### src/rtl/jsilicon_pkg.sv
// Shared types and ASCII constants for the result-to-UART text framer.
package jsilicon_pkg;

    typedef enum logic [2:0] {
        IDLE,
        HDR,
        OPC,
        SEP,
        HEX,
        CR,
        LF,
        DONE
    } framer_state_e;

    localparam logic [7:0] ASCII_R       = 8'h52;
    localparam logic [7:0] ASCII_COLON   = 8'h3A;
    localparam logic [7:0] ASCII_CR      = 8'h0D;
    localparam logic [7:0] ASCII_LF      = 8'h0A;
    localparam logic [7:0] ASCII_ZERO    = 8'h30;
    localparam logic [7:0] ASCII_UPPER_A = 8'h41;
    localparam logic [7:0] ASCII_LOWER_A = 8'h61;

endpackage

### src/rtl/nibble_to_ascii.sv
// Combinational mapping of one hex nibble to its ASCII digit.
module nibble_to_ascii
    import jsilicon_pkg::*;
#(
    parameter bit UPPERCASE = 1'b1
) (
    input  logic [3:0] nibble_i,
    output logic [7:0] ascii_o
);

    localparam logic [7:0] LETTER_BASE = UPPERCASE ? ASCII_UPPER_A : ASCII_LOWER_A;

    always_comb begin
        if (nibble_i < 4'd10) begin
            ascii_o = ASCII_ZERO + {4'b0000, nibble_i};
        end else begin
            ascii_o = LETTER_BASE + {4'b0000, nibble_i} - 8'd10;
        end
    end

endmodule

### src/rtl/result_framer.sv
// Captures one ALU result and streams it to the UART as "R<op>:<hex>[CR LF]".
module result_framer
    import jsilicon_pkg::*;
#(
    parameter int unsigned DATA_W    = 16,
    parameter bit          UPPERCASE = 1'b1,
    parameter bit          SEND_CRLF = 1'b1
) (
    input  logic              clock,
    input  logic              reset,
    input  logic              result_valid,
    input  logic [DATA_W-1:0] result,
    input  logic [2:0]        opcode,
    output logic              result_ready,
    output logic [7:0]        tx_data,
    output logic              tx_valid,
    input  logic              tx_ready,
    output logic              busy,
    output logic              frame_done
);

    localparam int unsigned     NIBBLES  = DATA_W / 4;
    localparam int unsigned     CNT_W    = (NIBBLES > 1) ? $clog2(NIBBLES) : 1;
    localparam logic [CNT_W-1:0] CNT_LAST = CNT_W'(NIBBLES - 1);

    framer_state_e     state_q, state_d;
    logic [CNT_W-1:0]  cnt_q, cnt_d;
    logic [DATA_W-1:0] res_q, res_d;
    logic [2:0]        opc_q, opc_d;

    logic              result_ready_q, result_ready_d;
    logic              tx_valid_q, tx_valid_d;
    logic [7:0]        tx_data_q, tx_data_d;
    logic              busy_q, busy_d;
    logic              frame_done_q, frame_done_d;

    logic              capture;
    logic              xfer;
    logic [3:0]        hex_nibble;
    logic [7:0]        hex_ascii;

    assign capture = result_valid && result_ready_q;
    assign xfer    = tx_valid_q && tx_ready;

    // Outputs are registered from the next state, so each byte appears right after the edge that selects it.
    assign hex_nibble = 4'(res_q >> {cnt_d, 2'b00});

    nibble_to_ascii #(.UPPERCASE(UPPERCASE)) u_hex (
        .nibble_i (hex_nibble),
        .ascii_o  (hex_ascii)
    );

    always_ff @(posedge clock or posedge reset) begin
        if (reset) begin
            state_q        <= IDLE;
            cnt_q          <= '0;
            res_q          <= '0;
            opc_q          <= '0;
            result_ready_q <= 1'b0;
            tx_valid_q     <= 1'b0;
            tx_data_q      <= '0;
            busy_q         <= 1'b0;
            frame_done_q   <= 1'b0;
        end else begin
            state_q        <= state_d;
            cnt_q          <= cnt_d;
            res_q          <= res_d;
            opc_q          <= opc_d;
            result_ready_q <= result_ready_d;
            tx_valid_q     <= tx_valid_d;
            tx_data_q      <= tx_data_d;
            busy_q         <= busy_d;
            frame_done_q   <= frame_done_d;
        end
    end

    always_comb begin
        state_d = state_q;
        cnt_d   = cnt_q;
        res_d   = res_q;
        opc_d   = opc_q;
        case (state_q)
            IDLE, DONE: begin
                state_d = IDLE;
                if (capture) begin
                    state_d = HDR;
                    res_d   = result;
                    opc_d   = opcode;
                end
            end
            HDR: if (xfer) state_d = OPC;
            OPC: if (xfer) state_d = SEP;
            SEP: begin
                if (xfer) begin
                    state_d = HEX;
                    cnt_d   = CNT_LAST;
                end
            end
            HEX: begin
                if (xfer) begin
                    if (cnt_q == '0) begin
                        state_d = SEND_CRLF ? CR : DONE;
                    end else begin
                        cnt_d = cnt_q - CNT_W'(1);
                    end
                end
            end
            CR:      if (xfer) state_d = LF;
            LF:      if (xfer) state_d = DONE;
            default: state_d = IDLE;
        endcase
    end

    always_comb begin
        result_ready_d = 1'b0;
        tx_valid_d     = 1'b1;
        tx_data_d      = '0;
        busy_d         = 1'b1;
        frame_done_d   = 1'b0;
        case (state_d)
            IDLE: begin
                result_ready_d = 1'b1;
                tx_valid_d     = 1'b0;
                busy_d         = 1'b0;
            end
            DONE: begin
                result_ready_d = 1'b1;
                tx_valid_d     = 1'b0;
                busy_d         = 1'b0;
                frame_done_d   = 1'b1;
            end
            HDR:     tx_data_d = ASCII_R;
            OPC:     tx_data_d = ASCII_ZERO + {5'b00000, opc_q};
            SEP:     tx_data_d = ASCII_COLON;
            HEX:     tx_data_d = hex_ascii;
            CR:      tx_data_d = ASCII_CR;
            LF:      tx_data_d = ASCII_LF;
            default: tx_data_d = '0;
        endcase
    end

    assign result_ready = result_ready_q;
    assign tx_valid     = tx_valid_q;
    assign tx_data      = tx_data_q;
    assign busy         = busy_q;
    assign frame_done   = frame_done_q;

endmodule

### config.mk
export PLATFORM = sky130hd
export DESIGN_NAME = result_framer
export DESIGN_NICKNAME = d
export VERILOG_FILES = /design/src/rtl/jsilicon_pkg.sv /design/src/rtl/nibble_to_ascii.sv /design/src/rtl/result_framer.sv
export SDC_FILE = /design/constraint.sdc
export NUM_CORES = 1
export LEC_CHECK = 0
export CORE_MARGIN = 2
export CORE_UTILIZATION = 51
export DETAILED_ROUTE_END_ITERATION = 8
export PLACE_DENSITY = 0.79
export RECOVER_POWER = 100
export SLEW_MARGIN = 15
export SYNTH_ARGS = -nofsm -noshare
export SYNTH_HDL_FRONTEND = slang
export SYNTH_SLANG_ARGS = --single-unit
export TNS_END_PERCENT = 1
### constraint.sdc
create_clock -name clock -period 3.1 [get_ports clock]
set_input_delay 0.465 -clock clock [delete_from_list [all_inputs] [get_ports clock]]
set_output_delay 0.465 -clock clock [all_outputs]
set_load 0.05 [all_outputs]
# Word-level counts from Yosys, hierarchy flattened
# Cells that the tools add are included.
[totals]
inputBits = 23
out_inout_bits = 12
reg_bits = 35
word_cells = 55
[op_classes]
magnitude_cmp = 1
n_reduce_logical = 8
n_eq_ne = 14
addsub = 5
mux = 18
shifts = 1
[op_table]
columns = ["op", "n"]
rows = [
  ["$pmux W8 S6", 1],
  ["$eq A3 B3 Y1 const B", 8],
  ["$mux W3", 7],
  ["$pmux W3 S7", 1],
  ["$shr A16 B4 Y4", 1],
  ["$eq A3 B2 Y1 const B", 4],
  ["$add A7 B4 Y8 const A", 1],
  ["$mux W8", 1],
  ["$sub A8 B4 Y8 const B", 1],
  ["$add A6 B3 Y7 const A", 1],
  ["$add A6 B4 Y7 const A", 1],
  ["$eq A3 B1 Y1 const B", 2],
  ["$logic_not A3 Y1", 2],
  ["$mux W2", 3],
  ["$lt A4 B4 Y1 const B", 1],
  ["$mux W1", 4],
  ["$pmux W2 S2", 1],
  ["$reduce_or A2 Y1", 2],
  ["$logic_and A1 B1 Y1", 2],
  ["$logic_not A2 Y1", 1],
  ["$reduce_and A2 Y1", 1],
  ["$sub A2 B1 Y2 const B", 1],
]

# Longest topological paths before layout
# Gate-level depths: netlist of run 1.
[logic_depth]
ltp_word = 9
depth_mapped = 10
depth_no_buf = 9

# Hierarchy
# From an unflattened synthesis of run 1, not the netlist that was laid out.
[hier_totals]
hier_cells = 169
hier_area_um2 = 1891.8
[modules_own_cells]
columns = ["mod", "instances", "seq_area_each_um2", "area_each_um2", "cells_per_inst"]
rows = [
  ["result_framer", 1, 875.8, 1786.7, 153],
  ["nibble_to_ascii", 1, 0.0, 105.1, 16],
]

# Least setup slack after synthesis of run 1
# Ideal clock, no wire load.
[synth_timing]
path_type = "register -> register"
start = "register busy (netlist name)"
end = "register tx_data_q[2] (netlist: tx_data[2])"
arrival_ns = 2.460
period_less_slack_ns = 2.586
slack_ns = 0.514
path_buffers = 0
setup_time_ns = 0.126
path_stages_with_launch = 9
required_time_ns = 2.974
path_cell_list = "dfrtp_1 a41oi_1 o22ai_4 mux2_2 o211ai_2 ha_1 nand2_1 mux2i_1 a221o_1"
[synth_lines]
columns = ["item", "line", "source"]
rows = [
  ["end signal: assignment", "result_framer.sv:71", "tx_data_q <= tx_data_d;"],
  ["end: declaration", "result_framer.sv:33", "logic [7:0] tx_data_q, tx_data_d;"],
]

# Worst setup path after layout of run 1
[layout_timing]
start = "input tx_ready"
end = "register tx_data_q[0] (netlist: tx_data[0])"
[layout_via]
elab_chain_len = 8
elab_cells_between_ends = 24
cone_classes = "3 x add/sub; 1 x order compare; 6 x eq/ne; 1 x shift; 12 x mux; 1 x reduce/logical"
[layout_rtl]
columns = ["item", "line", "source"]
rows = [
  ["start: declaration", "result_framer.sv:17", "input logic tx_ready,"],
  ["$logic_and A1 B1 Y1 *", "result_framer.sv:43", "assign xfer = tx_valid_q && tx_ready;"],
  ["$mux W2, on equally long branches", "result_framer.sv:100, result_framer.sv:94", ""],
  ["$pmux W2 S2", "result_framer.sv:82", "case (state_q)"],
  ["$shr A16 B4 Y4", "result_framer.sv:46", "assign hex_nibble = 4'(res_q >> {cnt_d, 2'b00});"],
  ["$add A7 B4 Y8", "nibble_to_ascii.sv:17", "ascii_o = LETTER_BASE + {4'b0000, nibble_i} - 8'd10;"],
  ["$sub A8 B4 Y8", "nibble_to_ascii.sv:17", ""],
  ["$mux W8", "nibble_to_ascii.sv:14", "if (nibble_i < 4'd10) begin"],
  ["$pmux W8 S6 *", "result_framer.sv:120", "case (state_d)"],
  ["named net tx_data_d[0]", "result_framer.sv:33", ""],
]
# The timed path passes the listed nets; every way through them passes the cells marked *.
# A chain may end at the register's enable or synchronous reset.

==> results of run 1 <==
## final cells by class
type	count	area, um^2	area share (%)
repair buffers	39	364	16.4
clock buffers	7	55.1	2.48
well taps	46	57.6	2.59
clock inverters	1	5.00	0.225
inverters	9	33.8	1.52
multi-input cells	109	856	38.5
flip-flops and latches	34	851	38.3
## where the power goes
| group | internal [mW] | leakage (nW) | switching [mW] |
|---|---|---|---|
| registers | 0.646 | 0.413 | 0.151 |
| logic | 0.573 | 0.535 | 0.731 |
| clock network | 0.110 | 0.0353 | 0.138 |
| total | 1.33 | 0.984 | 1.02 |
## stage by stage
step | setup slack [ns] | utilization, % | cells | area (um^2) | total power [mW]
final | 0.271 | 65.6 | 245 | 2220 | 2.35
after CTS | 0.516 | 66.5 | 245 | 2250 | 2.41
after global routing | 0.192 | 65.6 | 245 | 2220 | 2.52
after global placement | 0.279 | 64.7 | 237 | 2190 | 2.10
after detailed placement | 0.193 | 64.7 | 237 | 2190 | 2.15
after floorplan | 0.514 | - | 163 | 1820 | 1.81
## sequential cells by signal, indices dropped and copies added, names as in the netlist
name,cells
opc_q,3
cnt_q,2
frame_done,1
result_ready,1
busy,1
tx_data,7
state_q,3
res_q,16
## cell families (layout without fill, tap and decap cells)
logic type,Yosys count,count (layout)
buffers and inverters,20,56
other,1,1
xor gates and xnor gates,1,1
muxes,26,26
and+or+nand+nor,41,41
AOI/OAI and AO/OA,39,39
adders and majority gates,1,1
DFF,34,34
## worst max path at each step
| stage | slack, ns | cells after the start | to |
|---|---|---|---|
| after global routing | 0.19 | 9 | tx_data[0]$_DFF_PP0_ |
| after detailed placement | 0.19 | 8 | tx_data[0]$_DFF_PP0_ |
| after CTS | 0.52 | 7 | tx_data[0]$_DFF_PP0_ |
| after global placement | 0.28 | 8 | tx_data[0]$_DFF_PP0_ |
| final | 0.27 | 9 | tx_data[0]$_DFF_PP0_ |
| after floorplan | 0.51 | 8 | tx_data[2]$_DFF_PP0_ |
## per-layer routing
| metal | global-route usage, % | vias to the layer above | wire length (um) |
|---|---|---|---|
| li1 | - | 662 | - |
| met1 | 22.2 | 646 | 1510 |
| met2 | 32.6 | 48 | 1790 |
| met3 | 5.00 | 7 | 171 |
| met4 | 11.7 | 0 | 68 |
| met5 | 0 | - | 0 |
## cells in the mapped netlist (3+ instances only)
| cell type | n | share of area, % |
|---|---|---|
| sky130_fd_sc_hd__o211ai_1 | 4 | 1.7 |
| sky130_fd_sc_hd__nor2_1 | 5 | 1.0 |
| sky130_fd_sc_hd__inv_1 | 9 | 1.9 |
| sky130_fd_sc_hd__or3_1 | 3 | 1.0 |
| sky130_fd_sc_hd__dfrtp_1 | 34 | 47 |
| sky130_fd_sc_hd__buf_2 | 3 | 0.83 |
| sky130_fd_sc_hd__o21ai_0 | 8 | 2.2 |
| sky130_fd_sc_hd__mux2i_1 | 4 | 2.2 |
| sky130_fd_sc_hd__nand2_1 | 15 | 3.1 |
| sky130_fd_sc_hd__nor3_1 | 4 | 1.1 |
| sky130_fd_sc_hd__a21oi_1 | 3 | 0.83 |
| sky130_fd_sc_hd__clkbuf_1 | 5 | 1.0 |
| sky130_fd_sc_hd__mux2_2 | 21 | 13 |
| sky130_fd_sc_hd__nand3_1 | 4 | 1.1 |
## worst max-delay path, stage by stage
cell and delay (ns):
sky130_fd_sc_hd__dlygate4sd3_1 0.60, sky130_fd_sc_hd__and4bb_1 0.34, sky130_fd_sc_hd__a21boi_2 0.09, sky130_fd_sc_hd__o22ai_1 0.36, sky130_fd_sc_hd__clkbuf_1 0.29, sky130_fd_sc_hd__o221a_4 0.28
sky130_fd_sc_hd__a21boi_4 0.19, sky130_fd_sc_hd__xnor2_1 0.09, sky130_fd_sc_hd__a221o_1 0.35
==> summary.md, run 1 <==
| Metric | Value |
|---|---|
| Run status | `finished with violations` |
| Violated checks | `max-capacitance violations, max-slew violations` |
| Share of flip-flops with an asynchronous set or reset after synthesis | `100%` |
| Most common cell after layout, fill and taps aside | `sky130_fd_sc_hd__dfrtp_1` |
| Number of instances resized during post-cts repair | `0` |
| Placed wire-length estimate after detailed placement | `2670 um` |
| Basic-gate share of the synthesized area counting and, or, nand and nor cells | `11.7%` |
| Maximum clock insertion buffer count | `2` |
| DIE AREA | `4060 um^2` |
| Endpoint required time on the critical path | `3.33 ns` |
| Data arrival time at the worst-slack endpoint | `3.06 ns` |
| Compound-Gate Fraction of Synth Area | `18.9%` |
| Wire per inst | `14.4 um` |
| Reg2Reg Depth | `8` |
| Skew-Pair Late Insertion Delay | `0.33 ns` |
| Category of the critical setup timing path | `primary input to register` |
| Remaining global-route overflow | `0` |
| Peak supply drop | `0.000435 V` |
| Ratio of cells with drive above 1 in the final layout | `19.1%` |
| Post-synthesis adder-cell area fraction | `0.688%` |
| Hold slack | `0.512 ns` |
| Final-report hold violation count | `0` |
| Seq/Total Area, Yosys | `46.8%` |
| Combinational family with the most area after synthesis | `compound AO/OA/AOI/OAI gates` |
| Slew @ Worst Pin | `1.72 ns` |
| Port Buffer Count | `33` |
| Pwr per Cell Area | `1060 nW/um^2` |
| RSZ-0062 raised after global routing | `no` |
| Sort of element at the end of the critical path | `register` |
| Instance count of the mapped netlist | `163` |
| Y dimension of the die | `63.7 um` |
| Number of max-cap violations | `1` |
| Global placer's final weighted congestion | `0.806` |
| Cell area after synthesis | `1820 um^2` |
| Number of vias in the routed layout | `1363` |
| Die Span X | `63.7 um` |
| # DRC | `0` |
| Mean instance size in the synthesized netlist | `11.2 um^2` |
| Placeable Area | `3390 um^2` |
| GRT Util Overall | `19.5%` |
| Crit start category | `primary input` |
| Max Fanout on Critical Path | `7` |
| Final wirelength | `3530 um` |
| Setup Total Neg Slack | `0 ns` |
| Warnings, synthesis | `0` |
| Crit path launch | `tx_ready` |
| Hold Path End | `res_q[9]$_DFFE_PP0P_` |
| Inserted Clock Buffers | `5` |
| Leak Pwr | `0.984 nW` |
| Main synth FF type | `sky130_fd_sc_hd__dfrtp_1` |
| Mux contribution to synthesized area | `16.0%` |
| Post-synth cell types | `46` |
| Start of the worst register-to-register path | `state_q[0]$_DFF_PP0_` |
| Global-route wire length before repair | `6000 um` |
| Worst clock skew | `0.0131 ns` |
| Area delta synth->final | `22.2%` |
| Top-level port count | `35` |
| Pin count of the biggest net entering global routing | `35` |
| Class of the tightest hold or removal check | `register to register` |
| Clock slew at reported path FFs | `0.10 ns` |
| Hold path startpoint | `res_q[9]$_DFFE_PP0P_` |
| Syn Nets | `187` |
| Final antenna-violating net count | `0` |
| H-Tree Level Count | `2` |
| Worst reg2reg path endpoint | `tx_data[0]$_DFF_PP0_` |
| Total clock sinks | `34` |
| Filler cell count | `264` |
| Count of antenna diodes in the layout | `0` |
| Setup violation total in the final timing report | `0` |
| Number of global-route vias before repair | `1371` |
| Final layout net count | `222` |
| Minimum setup slack among reg-to-reg paths | `0.33 ns` |
| Post-CTS Repair Setup Buffers | `0` |
| Number of design-rule violations left by the first detailed-router iteration | `90` |
| Number of enable flip-flop cells after synthesis | `0` |
| Length of the first detailed-routing pass in iterations | `4` |
| Post-route fraction of the period consumed by the critical path | `91.3%` |
| Most frequent cells in the layout | `sky130_fd_sc_hd__dfrtp_1 (34), sky130_fd_sc_hd__mux2_2 (21), sky130_fd_sc_hd__clkdlybuf4s50_1 (20)` |
| Number of register bits inferred by synthesis | `34` |
| Initial cell density of the core | `53.6%` |
| Highest Clock Rate | `353 MHz` |
| Shortest period the worst path allows | `2.83 ns` |
| Number of max-slew violations in the final report | `35` |
| Initial antenna violation count | `0` |
| Detailed-route vias per instance | `5.56` |
| Xor-xnor portion of the synthesized cell area | `0.482%` |
| Count of hold buffers inserted by post-cts repair | `0` |
| Clock tree from TritonCTS | `built` |
| Headroom to the max-slew limit | `-14.4%` |
| Clock tree root driver cell | `sky130_fd_sc_hd__clkbuf_4` |
| Number of cell rows | `21` |
| Count of cells along the worst hold path | `1` |
Power figures use the tool's default switching activity.
==> run 2, diff against run 1 <==
- CORE_ASPECT_RATIO: not set -> 1.75
- PLACE_DENSITY: 0.79 -> 0.77
- SLEW_MARGIN: 15 -> 0
==> summary.md, run 2 (same netlist as run 1, synthesis figures left out) <==
| Metric | Value |
|---|---|
| # DRC | `0` |
| Slew @ Worst Pin | `1.71 ns` |
| Top-level port count | `35` |
| Wire per inst | `15.0 um` |
| Count of hold buffers inserted by post-cts repair | `0` |
| Biggest register | `res_q` |
| Sort of element at the end of the critical path | `register` |
| Flip-flop count of the largest register, all copies and words added | `16` |
| Violated checks | `max-capacitance violations, max-slew violations` |
| Clock tree root driver cell | `sky130_fd_sc_hd__clkbuf_8` |
| Number of instances resized during post-cts repair | `0` |
| Placeable Area | `3400 um^2` |
| Class of the tightest hold or removal check | `register to register` |
| Category of the critical setup timing path | `primary input to register` |
| Worst slack at placement | `0.174 ns` |
| Shortest period the worst path allows | `2.85 ns` |
| Maximum clock insertion buffer count | `2` |
| Number of vias in the routed layout | `1399` |
| Setup violation total in the final timing report | `0` |
| Y dimension of the die | `83.0 um` |
| Final layout net count | `221` |
| Peak supply drop | `0.000587 V` |
| Final-report hold violation count | `0` |
| Global-route wire length before repair | `6270 um` |
| Initial cell density of the core | `53.5%` |
| Total clock sinks | `34` |
| PnR worst setup slack | `0.252 ns` |
| Clock slew at reported path FFs | `0.07 ns` |
| Inserted Clock Buffers | `5` |
| Number of cell rows | `28` |
| Post-route fraction of the period consumed by the critical path | `91.9%` |
| Port Buffer Count | `33` |
| Post-CTS Repair Setup Buffers | `0` |
| Leak Pwr | `1.00 nW` |
| Count of antenna diodes in the layout | `0` |
| Minimum setup slack among reg-to-reg paths | `0.30 ns` |
| Headroom to the max-slew limit | `-14.1%` |
| Worst clock skew | `0.00595 ns` |
| Length of the first detailed-routing pass in iterations | `5` |
| Ratio of cells with drive above 1 in the final layout | `17.8%` |
| Global placer's final weighted congestion | `0.904` |
| GRT Util Overall | `20.0%` |
| RSZ-0062 raised after global routing | `no` |
| Remaining global-route overflow | `0` |
| Most frequent cells in the layout | `sky130_fd_sc_hd__dfrtp_1 (34), sky130_fd_sc_hd__clkdlybuf4s50_1 (20), sky130_fd_sc_hd__mux2_2 (18)` |
| Area delta synth->final | `25.0%` |
| Die Span X | `49.1 um` |
| H-Tree Level Count | `2` |
| Number of design-rule violations left by the first detailed-router iteration | `29` |
| Number of global-route vias before repair | `1416` |
| Pin count of the biggest net entering global routing | `35` |
| Number of max-slew violations in the final report | `35` |
| Placed wire-length estimate after detailed placement | `2740 um` |
| Endpoint required time on the critical path | `3.27 ns` |
| Initial antenna violation count | `0` |
| Filler cell count | `303` |
| Final antenna-violating net count | `0` |
| Detailed-route vias per instance | `5.78` |
| Number of max-cap violations | `1` |
| Crit start category | `primary input` |
| Pwr per Cell Area | `1090 nW/um^2` |
| Run status | `finished with violations` |
| Clock tree from TritonCTS | `built` |
| DIE AREA | `4080 um^2` |
| Skew-Pair Late Insertion Delay | `0.28 ns` |
| Final wirelength | `3640 um` |
| Max Fanout on Critical Path | `7` |
| Most common cell after layout, fill and taps aside | `sky130_fd_sc_hd__dfrtp_1` |
| Data arrival time at the worst-slack endpoint | `3.02 ns` |
| Highest Clock Rate | `351 MHz` |
| Setup Total Neg Slack | `0 ns` |
==> run 2: changes by cell type in the layout (fill, tap and decap cells not counted), moves of 2 or more <==
cell | before | now
sky130_fd_sc_hd__clkbuf_1 | 4 | 2
sky130_fd_sc_hd__clkbuf_4 | 5 | 0
sky130_fd_sc_hd__clkbuf_8 | 1 | 6
sky130_fd_sc_hd__mux2_1 | 0 | 3
sky130_fd_sc_hd__mux2_2 | 21 | 18
==> run 2: layout make-up <==
type	count	area (um^2)	share of cell area (%)
clock buffers	6	82.6	3.63
repair buffers	38	360	15.9
flip-flops and latches	34	851	37.4
clock inverters	1	30.0	1.32
inverters	9	33.8	1.49
multi-input cells	109	858	37.8
well taps	45	56.3	2.48
==> run 2: path summary, 6_finish.rpt <==
check / startpoint / end / cells after the start
max in group asynchronous: reset / result_ready$_DFF_PP0_ / 3
min in group asynchronous: reset / opc_q[0]$_DFFE_PP0P_ / 3
max: tx_ready / tx_data[0]$_DFF_PP0_ / 9
min: res_q[1]$_DFFE_PP0P_ / res_q[1]$_DFFE_PP0P_ / 1
min reg2reg: res_q[1]$_DFFE_PP0P_ / res_q[1]$_DFFE_PP0P_ / 1
max reg2reg: state_q[1]$_DFF_PP0_ / tx_data[0]$_DFF_PP0_ / 8
==> run 2: power by group <==
group	internal [mW]	switching [mW]	total, mW
logic	0.554	0.708	1.26
clock network	0.257	0.149	0.406
registers	0.647	0.170	0.817
total	1.46	1.03	2.49
==> run 2: layer usage <==
layer	share of wire, %	up-vias	global-route usage, %	routed length, um
li1	-	651	-	-
met1	34	694	19.2	1250
met2	57	40	36.1	2090
met3	4.4	14	5.04	161
met4	4.0	0	13.0	146
met5	0	-	0	0
==> run 2: per-stage QoR <==
step,power (mW),instances,hold slack (ns),area [um^2],utilization (%)
detailed placement,2.15,235,0.491,2180,64.2
global placement,2.10,235,0.487,2180,64.2
global route,2.65,242,0.526,2270,66.9
finish,2.49,242,0.499,2270,66.9
CTS,2.56,242,0.506,2290,67.5
floorplan,1.81,163,0.474,1820,-
==> run 2: worst max-delay path, cell delays in order <==
cell and delay (ns):
sky130_fd_sc_hd__dlygate4sd3_1 0.60, sky130_fd_sc_hd__and4bb_1 0.29, sky130_fd_sc_hd__o22ai_4 0.27, sky130_fd_sc_hd__mux2_1 0.40, sky130_fd_sc_hd__o211ai_2 0.19, sky130_fd_sc_hd__buf_4 0.16
sky130_fd_sc_hd__a21boi_0 0.13, sky130_fd_sc_hd__xnor2_1 0.17, sky130_fd_sc_hd__a221o_1 0.35
